## src/rtl/prefetch_queue.sv

```systemverilog
// ----------------------------------------------------------------------------
// prefetch_queue
//
// Instruction prefetch queue for an 8086-style bus interface unit. It is a byte
// FIFO that sits between the bus fetch path and the execution-unit decoder.
//
//   * The bus side pushes 16-bit little-endian fetch words. A word fetched from
//     an even address contributes both bytes, low byte first. A fetch that
//     started at an odd address contributes only the high byte.
//   * The EU side pops one byte per valid/ready handshake.
//   * flush empties the queue so that fetching can restart at a new CS:IP
//     after a control transfer.
//
// Storage is a DEPTH x 8 register array addressed by head/tail pointers. The
// pointers wrap with an explicit compare, so DEPTH does not have to be a power
// of two. A byte count register tells a full queue apart from an empty one
// when head == tail.
//
// wr_ready only promises room for a complete 2-byte word. It is computed from
// the registered count, so a pop in the same cycle cannot raise it. This keeps
// the ready path short and free of any dependency on the EU side.
// ----------------------------------------------------------------------------
module prefetch_queue #(
    parameter int DEPTH = 6,   // capacity in bytes, >= 2
    parameter int CNT_W = 3    // width of count, must be able to hold DEPTH
) (
    input  logic             clk,
    input  logic             reset,
    input  logic             flush,
    input  logic             wr_valid,
    input  logic [15:0]      wr_data,
    input  logic             wr_odd,
    output logic             wr_ready,
    output logic             rd_valid,
    output logic [7:0]       rd_data,
    input  logic             rd_ready,
    output logic [CNT_W-1:0] count
);

    // ------------------------------------------------------------------------
    // Derived constants
    // ------------------------------------------------------------------------
    localparam int PTR_W = (DEPTH > 1) ? $clog2(DEPTH) : 1;

    // Last valid slot index. A pointer at this value wraps back to slot 0.
    localparam logic [PTR_W-1:0] PTR_LAST = PTR_W'(DEPTH - 1);

    // Count value of a completely full queue.
    localparam logic [CNT_W-1:0] CNT_FULL = CNT_W'(DEPTH);

    // Highest count at which a full 2-byte word still fits.
    localparam logic [CNT_W-1:0] CNT_WR_MAX = CNT_W'(DEPTH - 2);

    // ------------------------------------------------------------------------
    // Helper functions
    // ------------------------------------------------------------------------

    // Advance a slot pointer by one. It wraps at DEPTH-1 rather than at a
    // power-of-two boundary.
    function automatic logic [PTR_W-1:0] ptr_inc(input logic [PTR_W-1:0] ptr);
        return (ptr == PTR_LAST) ? '0 : ptr + PTR_W'(1);
    endfunction

    // Number of bytes between head and tail, modulo DEPTH. A full queue also
    // has head == tail, so this returns 0 in that case. The count register
    // resolves that ambiguity.
    function automatic int ptr_span(input logic [PTR_W-1:0] head,
                                    input logic [PTR_W-1:0] tail);
        int span;
        span = int'(tail) - int'(head);
        if (span < 0) begin
            span = span + DEPTH;
        end
        return span;
    endfunction

    // ------------------------------------------------------------------------
    // State
    // ------------------------------------------------------------------------
    logic [7:0]       mem_q [DEPTH];

    logic [PTR_W-1:0] head_q;
    logic [PTR_W-1:0] head_d;
    logic [PTR_W-1:0] tail_q;
    logic [PTR_W-1:0] tail_d;
    logic [CNT_W-1:0] count_q;
    logic [CNT_W-1:0] count_d;

    // ------------------------------------------------------------------------
    // Handshake decode
    // ------------------------------------------------------------------------
    logic             push_en;    // a fetch word is accepted this cycle
    logic             pop_en;     // the head byte is consumed this cycle
    logic [PTR_W-1:0] tail_p1;    // slot after tail, used by the second byte
    logic [PTR_W-1:0] tail_p2;    // tail after pushing a full word
    logic [CNT_W-1:0] push_cnt;   // bytes added this cycle: 0, 1 or 2
    logic [CNT_W-1:0] pop_cnt;    // bytes removed this cycle: 0 or 1

    // Ready/valid flags and the head byte, all taken from registered state.
    always_comb begin
        wr_ready = (count_q <= CNT_WR_MAX) && !flush;
        rd_valid = (count_q != '0);
        // Slots that were never written, or that hold stale data, are never
        // shown. An empty queue always presents 8'h00.
        rd_data  = rd_valid ? mem_q[head_q] : 8'h00;
    end

    // Decide what is accepted this cycle and where the tail lands.
    always_comb begin
        // NOTE: every output of a combinational block gets a default up front.
        // A path that leaves one unassigned infers a latch.
        push_en  = 1'b0;
        pop_en   = 1'b0;
        push_cnt = '0;
        pop_cnt  = '0;
        tail_p1  = ptr_inc(tail_q);
        tail_p2  = ptr_inc(tail_p1);

        // wr_ready already contains !flush, so a flush cycle never pushes.
        if (wr_valid && wr_ready) begin
            push_en  = 1'b1;
            push_cnt = wr_odd ? CNT_W'(1) : CNT_W'(2);
        end

        // During a flush, a pop has no effect beyond the clear.
        if (rd_valid && rd_ready && !flush) begin
            pop_en  = 1'b1;
            pop_cnt = CNT_W'(1);
        end
    end

    // Next-state for the pointers and count. flush wins over push and pop.
    always_comb begin
        head_d  = head_q;
        tail_d  = tail_q;
        count_d = count_q;

        if (flush) begin
            head_d  = '0;
            tail_d  = '0;
            count_d = '0;
        end else begin
            if (pop_en) begin
                head_d = ptr_inc(head_q);
            end
            if (push_en) begin
                tail_d = wr_odd ? tail_p1 : tail_p2;
            end
            // Push and pop can happen in the same cycle. Both are applied
            // here, so the count always equals the number of bytes held.
            count_d = count_q + push_cnt - pop_cnt;
        end
    end

    // Register pointers and count. An asynchronous reset clears them at once.
    always_ff @(posedge clk or posedge reset) begin
        // NOTE: state registers use non-blocking assignments. Every flop then
        // samples pre-edge values, whatever order the blocks are evaluated in.
        if (reset) begin
            head_q  <= '0;
            tail_q  <= '0;
            count_q <= '0;
        end else begin
            head_q  <= head_d;
            tail_q  <= tail_d;
            count_q <= count_d;
        end
    end

    // Write accepted fetch bytes into the array at tail and tail+1.
    always_ff @(posedge clk) begin
        // NOTE: the byte array is deliberately left out of reset. rd_data is
        // gated by rd_valid, so its contents can never leak out, and leaving
        // it unreset lets it map onto plain enable flops.
        if (push_en) begin
            if (wr_odd) begin
                // Odd-address fetch: only the high byte belongs to the
                // instruction stream.
                mem_q[tail_q]  <= wr_data[15:8];
            end else begin
                // Little-endian word: the even-address byte goes first. The
                // second slot wraps with the pointer, so a word straddling
                // DEPTH-1 -> 0 still occupies consecutive slots.
                mem_q[tail_q]  <= wr_data[7:0];
                mem_q[tail_p1] <= wr_data[15:8];
            end
        end
    end

    assign count = count_q;

    // ------------------------------------------------------------------------
    // Invariants
    // ------------------------------------------------------------------------

    // The count never exceeds the physical capacity.
    count_in_range_a : assert property (
        @(posedge clk) disable iff (reset)
        count_q <= CNT_FULL
    );

    // The count agrees with the head/tail distance. A full queue is the one
    // case where head == tail while bytes are held.
    count_matches_ptrs_a : assert property (
        @(posedge clk) disable iff (reset)
        (count_q == CNT_FULL) ? (head_q == tail_q)
                              : (ptr_span(head_q, tail_q) == int'(count_q))
    );

endmodule

```

## config.mk

```make
export PLATFORM = sky130hd
export DESIGN_NAME = prefetch_queue
export DESIGN_NICKNAME = d
export VERILOG_FILES = /design/src/rtl/prefetch_queue.sv
export SDC_FILE = /design/constraint.sdc
export NUM_CORES = 1
export LEC_CHECK = 0
export ABC_AREA = 1
export ABC_CLOCK_PERIOD_IN_PS = 5500
export BUFFER_PORTS_ARGS = -buffer_cell sky130_fd_sc_hd__buf_2
export CAP_MARGIN = 10
export CORE_MARGIN = 2
export CORE_UTILIZATION = 45
export DETAILED_ROUTE_END_ITERATION = 10
export SLEW_MARGIN = 25
export SYNTH_ARGS = -nofsm -noshare
export SYNTH_HDL_FRONTEND = slang
export SYNTH_SLANG_ARGS = --single-unit
```

## constraint.sdc

```tcl
create_clock -name clk -period 5.5 [get_ports clk]
set_input_delay 1.65 -clock clk [delete_from_list [all_inputs] [get_ports clk]]
set_output_delay 1.65 -clock clk [all_outputs]
set_load 0.01 [all_outputs]
```

After elaboration in Yosys (flattened, before gate mapping)
Memory sizes are Yosys's and may differ from the RTL's. Cells that the tools add are included.

Reductions and logical operators: 8. Bitwise operators: 1. Eq/ne operators: 3. Mux-type cells: 22. Order comparisons: 1. $add $sub $neg: 5.

Operators by type and width (count): $mux 3 (9); $mux 8 (2); $add 3x1->3 const B (3); $eq 3x3->1 const B (3); $mux 1 (9); $logic_and 1x1->1 (4); $mux 2 (2); $reduce_bool 2->1 (2); $add 3x3->3 (1); $le 3x3->1 const B (1); $reduce_bool 3->1 (1); $sub 3x3->3 (1); $logic_not 1->1 (1); $or 1x1->1 (1).

Logic and storage cells: 44. Memory bits (writable): 48. Register bits: 9. Memories kept: 1.

Memories: mem_q (words 6, bits a word 8, read ports 1, clocked after memory_dff 0, write ports 2, line 80) `logic [7:0] mem_q [DEPTH];`.

Depth between registers and ports, before layout
Gate-level depths: netlist (run 1).

Depth in word-level cells: 7. Mapped depth: 12. Mapped depth without buffers: 11.

Worst setup path after synthesis (run 1)
No wires, ideal clock.

Path kind: input-to-output. From: input port flush. To: output port wr_ready. Data arrival time: 2070 ps. Slack: 1780 ps. Stages on the path: 2. Cell sequence: buf_4 > nor2_2.

Word-level cells in the longest chain between the ends: 2.

Ends and longest elaborated chain: start: declaration (line 29) `input logic flush,`; $logic_not 1->1 (line 101) `wr_ready = (count_q <= CNT_WR_MAX) && !flush;`; $logic_and 1x1->1 (line 101); end: declaration (line 33) `output logic wr_ready,`.

No other way between the ends.

Worst setup path after layout (run 1)
From: register head_q[0]. To: output port rd_data[0].

Word-level cells in the longest chain between the ends: 2.

Ends and longest elaborated chain: start: declaration (line 82) `logic [PTR_W-1:0] head_q;`; start signal: assignment (line 160) `head_q <= '0;`; start signal: assignment (line 164) `head_q <= head_d;`; $mem_v2 6x8; $mux 8 (line 105) `rd_data = rd_valid ? mem_q[head_q] : 8'h00;`; end: declaration (line 35) `output logic [7:0] rd_data,`.

No other way between the ends.

==> results of run 1 <==
[power breakdown]
group          leakage (nW)  switching [mW]  internal [mW]
combinational          1.03           0.249          0.116
clock                 0.118           0.187          0.302
sequential            0.558          0.0373          0.503
[kinds of logic (layout without fill, tap and decap cells)]
group | count (synthesis) | after routing
AOI/OAI and AO/OA | 39 | 39
DFF | 57 | 57
buffers and inverters | 36 | 71
adders and majority gates | 4 | 4
xor gates and xnor gates | 2 | 2
and+or+nand+nor | 277 | 277
[stage by stage]
stage	hold slack, ps	utilization	std cells	cell area (µm²)
floorplan	531	-	415	3390
global placement	599	0.492	533	3570
detailed placement	601	0.492	533	3570
CTS	619	0.524	549	3800
global route	643	0.524	549	3800
finish	612	0.524	549	3800
[registers in the layout (all words and copies together) (netlist names)]
register  cells
head_q        3
tail_q        3
count         3
mem_q        48
[routing by layer]
metal	share of wire	global-route usage	wire [µm]
met1	0.41	0.316	3970
met2	0.49	0.435	4760
met3	0.062	0.0309	602
met4	0.037	0.121	356
met5	0	0	0
[synthesized netlist by cell type]
cell type and count:
a21oi_1 11, buf_2 7, buf_4 1, buf_8 3, clkbuf_1 3, clkbuf_8 1, clkinv_1 2, clkinv_4 1
dfrtp_1 9, edfxtp_1 48, fa_1 1, ha_1 3, inv_1 16, inv_2 2, nand2_1 169, nand2_2 1
nand2_4 2, nand2_8 1, nand3_1 35, nand3_4 2, nand4_1 16, nand4_4 1, nor2_1 44, nor2_2 4
nor2_4 1, nor2_8 1, o211ai_1 1, o21ai_0 24, o21ai_4 1, o22ai_1 2, xor2_1 2
[layout make-up]
cell class | instances | area share
Multi-Input combinational cell | 322 | 0.400
Tap cell | 99 | 0.0326
Clock buffer | 11 | 0.0346
Sequential cell | 57 | 0.438
Timing Repair Buffer | 34 | 0.0448
Clock inverter | 5 | 0.0273
Inverter | 21 | 0.0220
[critical path, cell delays in order, from the launching register on]
cell	delay, ps
dfrtp_1	740
inv_1	470
o21ai_0	330
nand3_1	140
nand2_1	80
a21oi_1	100
buf_2	160
[how the worst max path moves through the flow]
stage / end / slack (ps) / start / depth (start not counted)
final: rd_data[0] / 1480 / head_q[0]$_DFFE_PP0P_ / 6
after global routing: rd_data[5] / 1290 / head_q[0]$_DFFE_PP0P_ / 6
after CTS: rd_data[5] / 1430 / head_q[0]$_DFFE_PP0P_ / 6
after detailed placement: wr_ready / 1580 / flush / 3
after global placement: wr_ready / 1600 / flush / 3
after floorplan: wr_ready / 1780 / flush / 2
==> flow_summary.toml, run 1 <==
[logic_synthesis]
synth_nets = 441
ys_ff_latch = 57
synth_top_family_by_area = "simple AND/OR/NAND/NOR gates"
yosysSeqAreaShare = 0.492
syn_area_um2 = 3390
synth_area_per_cell_um2 = 8.16
yosysWarnings = 0
synthTopCellsByArea = "edfxtp_1 (43%), nand2_1 (19%), dfrtp_1 (6.7%)"
synthMuxAreaShare = 0
yosys.area.top_type = "edfxtp_1"
yosys.cell_types.count = 31
syn-instance-count = 415
synthSimpleGateAreaFrac = 0.365
synthAdderAreaFrac = 0.0170
synth-xor-area-share = 0.00517
synth_top_area_frac = 0.426
synth-compound-area-share = 0.0625

[detailed_routing]
first_pass_iters = 4
post_drt_wl_per_cell_um = 17.6
dr.first_iter.drc_count = 173
routed_via_density = 5.38
ant_nets = 0
finalWirelength_um = 9690
num_vias = 2954
drc = 0

[grt]
gr-total-overflow = 0
first_global_vias = 3024
grt.total_usage = 0.253
grt_max_degree = 38
antenna_found_initial = 0
grt_pass1_wl_um = 15700

[timing]
setup_tns_ps = 0
finalMaxSlewViolations = 0
setup_viol = 0
clock.fmax_mhz = 249
clock_skew_ps = 7.77
worst_slack_ps = 1480
worstMarginPinSlew_ps = 780
slew_headroom = 0.477
min_period_ps = 4020
rsz0062_at_grt = "no"
finalHoldViolCount = 0
finalCritPeriodShare = 0.730

[place]
dp_slack_ps = 1580
io_buffer_count = 34
hpwl_um = 6670
place_congestion = 0.805

[cts]
cts_max_level = 3
ctsHoldBuffers = 0
post_cts_buffers = 0
cts_sinks = 57
path_clk_slew_ps = 70
clk_latency_ps = 340
cts_made_buffers = 9
cts_root_buf = "clkbuf_8"
clock_path_buffers = 2
cts_tree = "built"
ctsResizeCount = 0

[critical_path]
cp-end-kind = "primary output"
critPathArrivalTime_ps = 2370
timing.rr.end = "mem_q[4][4]$_DFFE_PP_"
worstPathRequired_ps = 3850
r2r-start = "count[1]$_DFF_PP0_"
start_kind = "register"
path_class = "register to primary output"
critPathMaxFanout = 20
r2r_cells = 5
r2r_slack_ps = 3070

[layout]
final_cell_mix = "nand2_1 (169), edfxtp_1 (48), nor2_1 (44), nand3_1 (35), buf_2 (34)"
fillCellCount = 742
multi_input_comb_area_um2 = 1520
antennaDiodeCount = 0
final_common_cell = "nand2_1"
num-nets-final = 471
drive_gt1_frac = 0.144
syn_to_final_growth_pct = 12.3
regArea_um2 = 1670

[floorplanning]
die_w_um = 90.7
start_util = 0.467
ios = 35
design.core.area_um2 = 7250
row_count = 31
die_area_um2 = 8230
die_y_um = 90.7

[job]
maxCapViolations = 0

[pwr]
p_leak_nw = 1.71
finalPower_mw = 1.39
ir_worst_vdd_mv = 0.168
p_per_area_nw_per_um2 = 367

[status]
status = "complete, no violations"

[worst_hold_path]
hold_path.class = "register to register"
min_from = "tail_q[1]$_DFFE_PP0P_"
hold_path_end = "tail_q[1]$_DFFE_PP0P_"
hold_depth = 2
Note: power is estimated with default switching activity, not from simulation.
==> run 2: changes to the inputs <==
Settings changed: ABC_CLOCK_PERIOD_IN_PS 5500 to 4200.
Clock period 5.5 ns to 4.2 ns, I/O delays scaled along.
==> flow_summary.toml, run 2 (synthesized netlist as in run 1, its figures left out) <==
[pwr]
p_leak_nw = 1.70
p_per_area_nw_per_um2 = 462
ir_worst_vdd_mv = 0.212

[detailed_routing]
finalWirelength_um = 9950
dr.first_iter.drc_count = 211
drc = 0
num_vias = 3013
first_pass_iters = 5
ant_nets = 0
post_drt_wl_per_cell_um = 18.1
routed_via_density = 5.48

[grt]
gr-total-overflow = 0
grt.total_usage = 0.253
grt_pass1_wl_um = 15600
grt_max_degree = 38
first_global_vias = 2946
antenna_found_initial = 0

[worst_hold_path]
hold_path.class = "register to register"
min_from = "tail_q[1]$_DFFE_PP0P_"

[layout]
finalNonFillerCells = 550
final_cell_mix = "nand2_1 (169), edfxtp_1 (48), nor2_1 (44), nand3_1 (35), buf_2 (34)"
drive_gt1_frac = 0.146
multi_input_comb_area_um2 = 1520
regArea_um2 = 1670
num-nets-final = 472
fillCellCount = 706
antennaDiodeCount = 0
final_common_cell = "nand2_1"
largest_register_ffs = 48
syn_to_final_growth_pct = 11.8
regMostFlops = "mem_q"

[critical_path]
critPathArrivalTime_ps = 2310
r2r-start = "count[1]$_DFF_PP0_"
path_class = "register to primary output"
critPathMaxFanout = 20
cp-end-kind = "primary output"
start_kind = "register"
crit_start = "head_q[0]$_DFFE_PP0P_"
worstPathRequired_ps = 2940

[floorplanning]
die_y_um = 90.7
ios = 35
start_util = 0.467
design.core.area_um2 = 7250
row_count = 31
die_area_um2 = 8230
die_w_um = 90.7

[status]
status = "complete, no violations"

[place]
place_congestion = 0.841
dpl.cell_count = 534
hpwl_um = 6810
io_buffer_count = 34

[cts]
ctsHoldBuffers = 0
path_clk_slew_ps = 70
ctsResizeCount = 0
cts_tree = "built"
clock_path_buffers = 2
cts_root_buf = "clkbuf_8"
cts_max_level = 3
cts_made_buffers = 9
clk_latency_ps = 330
post_cts_buffers = 0
cts_sinks = 57

[timing]
rsz0062_at_grt = "no"
finalMaxSlewViolations = 0
min_period_ps = 3570
finalCritPeriodShare = 0.850
slew_headroom = 0.436
clock_skew_ps = 8.30
finalHoldViolCount = 0
worstMarginPinSlew_ps = 843
setup_viol = 0
clock.fmax_mhz = 280
setup_tns_ps = 0

[job]
maxCapViolations = 0
## run 2: changes by cell type in the layout (fill, tap and decap cells not counted)
cell / previous run / this run
bufinv_16: 3 / 2
clkinvlp_4: 0 / 1
buf_4: 0 / 1
clkinv_2: 1 / 2
o21ai_1: 1 / 0
clkinv_1: 2 / 4
clkinv_4: 2 / 1
o21ai_0: 23 / 24
clkbuf_1: 2 / 0
## run 2: stage by stage
| stage | hold WS [ps] | instance area, µm² | util | setup slack, ps | total power, mW |
|---|---|---|---|---|---|
| 6_report | 619 | 3780 | 0.522 | 631 | 1.75 |
| 5_1_grt | 673 | 3780 | 0.522 | 469 | 1.84 |
| 4_1_cts | 621 | 3780 | 0.522 | 646 | 1.75 |
| 3_5_place_dp | 609 | 3570 | 0.493 | 935 | 1.20 |
| 3_3_place_gp | 609 | 3570 | 0.493 | 931 | 1.19 |
| 2_1_floorplan | 531 | 3390 | - | 1190 | 1.03 |
## run 2: layer usage
layer	share of wire	GRT usage
met5	0	0
met4	0.051	0.149
met3	0.070	0.0476
met2	0.45	0.400
met1	0.42	0.323
## run 2: report_power, final
group	internal, mW	switching [mW]
Sequential	0.659	0.0524
Combinational	0.152	0.329
Clock	0.328	0.228
## run 2: worst max-delay path, cell delays in order, from the launching register on
cell and delay (ps):
dfrtp_1 750, inv_1 480, o21ai_0 290, nand3_1 100, nand2_1 70, a21oi_1 110
buf_2 160
## run 2: cell type report
| class | instances | share of cell area |
|---|---|---|
| clock buffers | 9 | 0.0327 |
| clock inverters | 7 | 0.0225 |
| inverters | 21 | 0.0222 |
| multi-input cells | 322 | 0.402 |
| flip-flops and latches | 57 | 0.440 |
| well taps | 99 | 0.0327 |
| repair buffers | 35 | 0.0470 |
## run 2: final timing paths
path	slack, ps	end	cells past startpoint
worst max-delay path	630	rd_data[4]	6
worst min-delay path	620	tail_q[1]$_DFFE_PP0P_	2
worst max register to register	1820	count[2]$_DFF_PP0_	11
worst min register to register	620	tail_q[1]$_DFFE_PP0P_	2
max in group asynchronous	3040	head_q[1]$_DFFE_PP0P_	2
min in group asynchronous	880	head_q[2]$_DFFE_PP0P_	2
==> run 3: changes to the inputs <==
Settings changed: ABC_AREA 1 to 0, ABC_CLOCK_PERIOD_IN_PS 4200 to 2900, PLACE_DENSITY set to 0.66.
Clock period 4.2 ns to 2.9 ns, I/O delays scaled along.
==> flow_summary.toml, run 3 <==
[logic_synthesis]
synthTopCellsByArea = "edfxtp_1 (47%), mux2_2 (17%), dfrtp_1 (7.3%)"
syn_area_um2 = 3100
yosys.cell_types.count = 35
yosys.area.top_type = "edfxtp_1"
synthArstFlopShare = 0.158
synth_top_area_frac = 0.465
yosysWarnings = 0
netlist_top_cells_count = "edfxtp_1 (48), mux2_2 (48), nor2_1 (18)"
ys_dominant_reg_cell = "edfxtp_1"
yosysSeqAreaShare = 0.538
synth_area_per_cell_um2 = 14.2
synth_edf_count = 48
syn-instance-count = 218
synth_nets = 244
ys_ff_latch = 57

[cts]
cts_root_buf = "clkbuf_8"
cts_made_buffers = 9
post_cts_buffers = 0
clock_path_buffers = 2
cts_sinks = 57
cts_max_level = 3
path_clk_slew_ps = 70
cts_tree = "built"
clk_latency_ps = 340
ctsHoldBuffers = 0
ctsResizeCount = 0

[floorplanning]
die_w_um = 87.0
ios = 35
design.core.area_um2 = 6720
die_y_um = 87.0
row_count = 30
start_util = 0.461
die_area_um2 = 7570

[layout]
final_cell_mix = "mux2_2 (48), edfxtp_1 (48), buf_2 (34), nor2_1 (18), mux2i_1 (11)"
multi_input_comb_area_um2 = 1360
antennaDiodeCount = 0
regArea_um2 = 1670
fillCellCount = 575
finalNonFillerCells = 348
largest_register_ffs = 48
drive_gt1_frac = 0.463
regMostFlops = "mem_q"
num-nets-final = 290
syn_to_final_growth_pct = 17.0

[critical_path]
worstPathRequired_ps = 2030
critPathMaxFanout = 11
r2r_slack_ps = 620
start_kind = "register"
critPathArrivalTime_ps = 1880
cp-end-kind = "primary output"
path_class = "register to primary output"

[timing]
clock.fmax_mhz = 364
worst_slack_ps = 155
worstMarginPinSlew_ps = 692
setup_viol = 0
slew_headroom = 0.534
finalMaxSlewViolations = 0
finalHoldViolCount = 0
whs_ps = 487
finalCritPeriodShare = 0.947
setup_tns_ps = 0
min_period_ps = 2750
clock_skew_ps = 8.30
rsz0062_at_grt = "no"

[place]
dpl.cell_count = 333
io_buffer_count = 34
hpwl_um = 4390
place_congestion = 0.792
dp_slack_ps = 354

[pwr]
p_per_area_nw_per_um2 = 690
ir_worst_vdd_mv = 0.353
p_leak_nw = 1.35
finalPower_mw = 2.50

[status]
status = "complete, no violations"

[detailed_routing]
drc = 0
finalWirelength_um = 6800
first_pass_iters = 4
post_drt_wl_per_cell_um = 19.6
dr.first_iter.drc_count = 175
num_vias = 1970
routed_via_density = 5.66
ant_nets = 0

[grt]
grt_max_degree = 20
first_global_vias = 2009
grt_pass1_wl_um = 10700
gr-total-overflow = 0
antenna_found_initial = 0
grt.total_usage = 0.198

[worst_hold_path]
hold_path.class = "input pin to async pin"

[job]
maxCapViolations = 0
run 3: cell count changes after synthesis, sizes merged, moves of 5 or more:
| cell | before | now |
|---|---|---|
| o21ai | 25 | 1 |
| mux4 | 0 | 8 |
| inv | 18 | 8 |
| a21oi | 11 | 5 |
| nor2 | 50 | 18 |
| mux2i | 0 | 11 |
| nor2b | 0 | 5 |
| mux2 | 0 | 48 |
| a211oi | 0 | 8 |
| nand2 | 173 | 5 |
| nand3 | 37 | 5 |
| nand4 | 17 | 3 |
| buf | 11 | 6 |
run 3: area by class of cell:
type / instances / share of cell area
clock buffer: 9 / 0.0342
timing repair buffer: 45 / 0.0732
clock inverter: 6 / 0.0231
multi-input combinational: 143 / 0.374
tap: 80 / 0.0276
sequential: 57 / 0.460
inverter: 8 / 0.00828
run 3: layer usage:
layer | global-route usage | routed length [µm]
met1 | 0.265 | 3170
met2 | 0.310 | 3270
met3 | 0.0360 | 232
met4 | 0.101 | 131
met5 | 0 | 0
run 3: stage by stage:
| stage | instance area, µm² | util |
|---|---|---|
| after floorplan | 3100 | - |
| after global placement | 3420 | 0.509 |
| after detailed placement | 3420 | 0.509 |
| after CTS | 3630 | 0.540 |
| after global routing | 3630 | 0.540 |
| final | 3630 | 0.540 |
run 3: critical path, stage by stage (launching register included):
cell	delay (ps)
dfrtp_1	660
mux4_2	300
nor2_1	40
a211oi_1	330
buf_2	200
run 3: logic make-up after synthesis:
| kind of cell | share of synthesized area |
|---|---|
| compound gates | 0.0610 |
| buf+inv | 0.0246 |
| fa+ha+maj | 0.0186 |
| simple gates | 0.0816 |
| mux | 0.268 |
| flops | 0.538 |
| xor+xnor | 0.00848 |
run 3: path summary, 6_finish.rpt:
path,depth (start not counted),endpoint,from
worst max register to register,4,mem_q[4][7]$_DFFE_PP_,count[1]$_DFF_PP0_
worst min-delay path,2,count[2]$_DFF_PP0_,reset
max in group asynchronous,2,head_q[0]$_DFFE_PP0P_,reset
min in group clk,2,tail_q[0]$_DFFE_PP0P_,tail_q[0]$_DFFE_PP0P_
worst min register to register,2,tail_q[0]$_DFFE_PP0P_,tail_q[0]$_DFFE_PP0P_
worst max-delay path,4,rd_data[5],head_q[1]$_DFFE_PP0P_
run 3: power by group:
group	total (mW)	switching, mW	internal, mW
Sequential	1.00	0.0551	0.947
Combinational	0.698	0.360	0.339
Clock	0.803	0.327	0.475
Total	2.50	0.742	1.76
